$ cat src/rtl/sync_ram.sv
`timescale 1ns/1ps
// Single-port synchronous RAM with write-first read port and a synchronous clear of every word.
// Latency: one cycle from addr/we/din to dout; a write is visible on dout in the same edge.
// Backpressure: none; accepts one read or write every cycle with no stall.
module sync_ram #(
    parameter int DATA_WIDTH = 8,
    parameter int ADDR_WIDTH = 4
) (
    input  logic                  clk,
    input  logic                  rst,
    input  logic                  we,
    input  logic [ADDR_WIDTH-1:0] addr,
    input  logic [DATA_WIDTH-1:0] din,
    output logic [DATA_WIDTH-1:0] dout
);

    localparam int DEPTH = 2 ** ADDR_WIDTH;

    // Storage is built from flops so that reset can clear every word in one edge.
    logic [DATA_WIDTH-1:0] mem_q [DEPTH];
    logic [DATA_WIDTH-1:0] mem_d [DEPTH];
    logic [DATA_WIDTH-1:0] dout_q;
    logic [DATA_WIDTH-1:0] dout_d;

    // Next-state: a write updates the addressed word and forwards din to dout; a read only loads dout.
    always_comb begin
        for (int i = 0; i < DEPTH; i++) begin
            mem_d[i] = mem_q[i];
        end
        dout_d = mem_q[addr];
        if (we) begin
            mem_d[addr] = din;
            dout_d      = din;
        end
    end

    // State update; reset wins over any write presented in the same cycle.
    always_ff @(posedge clk) begin
        if (rst) begin
            for (int i = 0; i < DEPTH; i++) begin
                mem_q[i] <= '0;
            end
            dout_q <= '0;
        end else begin
            for (int i = 0; i < DEPTH; i++) begin
                mem_q[i] <= mem_d[i];
            end
            dout_q <= dout_d;
        end
    end

    // dout comes straight from a register, so no input reaches it combinationally.
    assign dout = dout_q;

endmodule

$ cat config.mk
export PLATFORM = sky130hd
export DESIGN_NAME = sync_ram
export DESIGN_NICKNAME = d
export VERILOG_FILES = /design/src/rtl/sync_ram.sv
export SDC_FILE = /design/constraint.sdc
export NUM_CORES = 1
export LEC_CHECK = 0
export CAP_MARGIN = 20
export CORE_MARGIN = 2
export CORE_UTILIZATION = 45
export CTS_BUF_LIST = sky130_fd_sc_hd__clkbuf_8
export DETAILED_ROUTE_END_ITERATION = 6
export DONT_BUFFER_PORTS = 1
export PLACE_DENSITY_LB_ADDON = 0.1
export SLEW_MARGIN = 20
export SYNTH_ARGS = -nofsm -noshare
export SYNTH_HDL_FRONTEND = slang
export SYNTH_SLANG_ARGS = --single-unit
$ cat constraint.sdc
create_clock -name clk -period 2.42 [get_ports clk]
set_input_delay 0.363 -clock clk [delete_from_list [all_inputs] [get_ports clk]]
set_output_delay 0.363 -clock clk [all_outputs]
set_load 0.005 [all_outputs]
==> flow_summary.ini <==
[status]
status = finished, final reports clean

[synthesis]
yosys-top-cells-area = dfxtp_1 (45%), mux2i_1 (15%), a21oi_1 (7.3%), o21ai_0 (6.0%), nand2_1 (5.2%)
async_flop_share_pct = 0
synth.most_common_cell = dfxtp_1
synth_edf_count = 0
post-synth-top-area-cell = dfxtp_1
yosys_register_bits = 136
synth-seq-area-share_pct = 45.03
synthesis.nets = 682
synth_warnings = 0
netlist_instances = 667
syn_area_sq_mm = 0.006046
synth_cell_types = 25
synth-main-ff-cell = dfxtp_1
synth_top_area_share_pct = 45.03
avgSynthCellArea_sq_um = 9.064
synth_commonest_cells = dfxtp_1 (136), a21oi_1 (88), mux2i_1 (88)

[hold_path]
hp-start = din[7]
hold_class = in2reg
worstHoldEndpoint = mem_q[3][7]
hold-path-cell-count = 2

[worst_setup_path]
worstRegToRegCells = 4
crit_fanout = 52
cp-start-kind = primary input
slowest_stage = nor2_1
setup.worst_path.class = in2reg
required_ns = 2.82
end_kind = flop
reg2reg_from = mem_q[3][7]
reg2reg_slack_ns = 0.81
r2r_end = dout[7]
critical_path.max_stage_delay_ns = 0.57
path_cells = nand3b_2 -> nor2_1 -> nand2_1 -> a21oi_1 -> dlygate4sd3_1
critPathArrivalTime_ns = 2.32

[power_and_ir_drop]
share_seq_of_total_power_pct = 49.0
intPower_mw = 3.638
switching_share_pct = 22.11
power_frac_comb_pct = 4.7
pwr-share-clk_pct = 46.2
p_leak_nw = 2.512
powerDensity_mw_per_mm2 = 695.8
irDropWorstVdd_mv = 0.3795
p_sw_mw = 1.033

[routing]
drc = 0
postRouteAntennaNets = 0
drt-pass1-iter-count = 5
routedWlPerCell_um = 19.96
routed_wl_mm = 16.83
route.vias.total = 4845
route.detailed.vias_per_inst = 5.747
drtIter0Drc = 324

[grt]
grt_pass1_vias = 4791
grt_first_pass_wirelength_mm = 26.59
antenna_found_initial = 0
grt_max_degree = 113
gr-usage-all-layers_pct = 24.57
overflow = 0

[floorplanning]
io_pins = 23
rows = 42
fp.dieH_um = 119.9
start_util_pct = 45.84
die_area_sq_mm = 0.01438
die_w_um = 119.9
core_sq_mm = 0.01319

[timing]
maxSlewHeadroom_pct = 58.21
hold_viol_final = 0
report.final.slew_viol_count = 0
tns_ns = 0
finClkSkew_ns = 0.01060
setup_viol = 0
fmax_mhz = 520.6
rsz0062_at_grt = false
timing.final.crit_period_ns = 1.921
worst-slew-pin-transition_ns = 0.6248
finalCritPeriodShare_pct = 79.38

[clock_network]
cts_buffer_depth = 2
htreeDepth = 4
clk_pin_slew_ns = 0.08
cts_num_sinks = 136
cts_tree = done
post_cts_buffers = 0
cts.repair.resized = 0
clk_latency_ns = 0.46
root_buffer = clkbuf_8
cts_made_buffers = 17

[layout]
final_cell_area_sq_mm = 0.006714
layout.nets = 669
num_antenna_cells = 0
fill_cells = 1203
syn_to_final_growth_pct = 11.05
drive_gt1_share_pct = 10.04

[placed_design]
io_buffers = 0
place_congestion = 0.8047
dpl.hpwl_mm = 10.25
post_dp_cell_area_sq_mm = 0.006065

[job]
drv_cap = 0
-- registers in the layout, summed over array words and instances (netlist names) --
name,cells
dout,8
mem_q,128
-- cell type report --
cell class	instances	area, sq um	share of cell area (%)
timing repair buffer	31	292.8	4.361
inverter	8	30.03	0.4473
clock inverter	13	200.2	2.982
tap	176	220.2	3.280
multi-input combinational	460	2987	44.48
clock buffer	19	261.5	3.895
sequential	136	2723	40.55
-- routing by layer --
metal  wire length (um)  up-vias  GRT usage, %
li1                   -     2308             -
met1               7602     2388         32.58
met2               7926      124         38.99
met3                915       25         5.608
met4                383        0         9.559
met5                  0        -             0
-- cells by family (layout without fill, tap and decap cells) --
group           count (synthesis)  count (layout)  synth area share, %
buf+inv                        71              71                5.567
compound gates                184             184                16.39
flops                         136             136                45.03
simple gates                  172             172                12.29
mux                           104             104                20.72
-- worst max-delay path by stage --
stage / from / endpoint / cells after the start
2_1_floorplan: addr[0] / dout[2] / 7
3_3_place_gp: addr[1] / mem_q[8][1] / 4
3_5_place_dp: addr[1] / mem_q[8][5] / 4
4_1_cts: addr[3] / mem_q[4][1] / 6
5_1_grt: addr[1] / mem_q[13][4] / 5
6_report: addr[1] / mem_q[13][6] / 5
-- per-stage QoR --
stage | cells | worst slack [ns] | hold WS [ns] | power [mW] | utilization, %
global route | 843 | 0.4945 | 0.01571 | 4.827 | 50.90
CTS | 843 | 0.6874 | 0.01405 | 4.700 | 50.90
global placement | 794 | 0.6616 | 0.4351 | 2.520 | 45.98
finish | 843 | 0.4990 | 0.03001 | 4.671 | 50.90
floorplan | 667 | 0.6379 | 0.4334 | 2.583 | -
detailed placement | 794 | 0.6094 | 0.4418 | 2.525 | 45.98
-- power groups by stage --
stage               Sequential, mW  Combinational (mW)  Clock, mW
finish                        2.29               0.221       2.16
detailed placement            2.34               0.181          0
floorplan                     2.33               0.249          0
CTS                           2.29               0.220       2.19
global route                  2.29               0.239       2.29
global placement              2.34               0.178          0
-- layout by cell type, fill, tap and decap left out --
| cell type | Yosys | routed |
|---|---|---|
| nor3_4 | 3 | 3 |
| mux4_1 | 3 | 3 |
| clkbuf_8 | 0 | 19 |
| nand2_1 | 83 | 83 |
| mux2i_1 | 88 | 88 |
| a21oi_1 | 88 | 88 |
| o22ai_1 | 16 | 16 |
| o41a_1 | 8 | 8 |
| bufinv_16 | 0 | 5 |
| buf_4 | 2 | 14 |
| clkinvlp_4 | 0 | 4 |
| buf_16 | 0 | 1 |
| dlygate4sd3_1 | 0 | 16 |
| inv_1 | 8 | 8 |
| nand2b_1 | 3 | 3 |
| nand3b_2 | 1 | 1 |
| mux4_2 | 13 | 13 |
| o21ai_0 | 72 | 72 |
| dfxtp_1 | 136 | 136 |
| nor2_1 | 65 | 65 |
| nand3b_1 | 4 | 4 |
| clkinv_2 | 0 | 4 |
| nand3_2 | 2 | 2 |
| nor2_2 | 1 | 1 |
| nand3_1 | 9 | 9 |
| nor3b_1 | 1 | 1 |
-- critical path, delay by kind of cell --
kind / cells / cell delay (ns)
simple gates: 3 / 1.17
buf+inv: 1 / 0.57
compound gates: 1 / 0.15
-- what timing repair did --
item,CTS,global route
endpoints found under the setup margin,0,0
hold endpoints to repair,128,0
hold buffers,17,0
No activity file was read; power rests on OpenSTA's default activity.
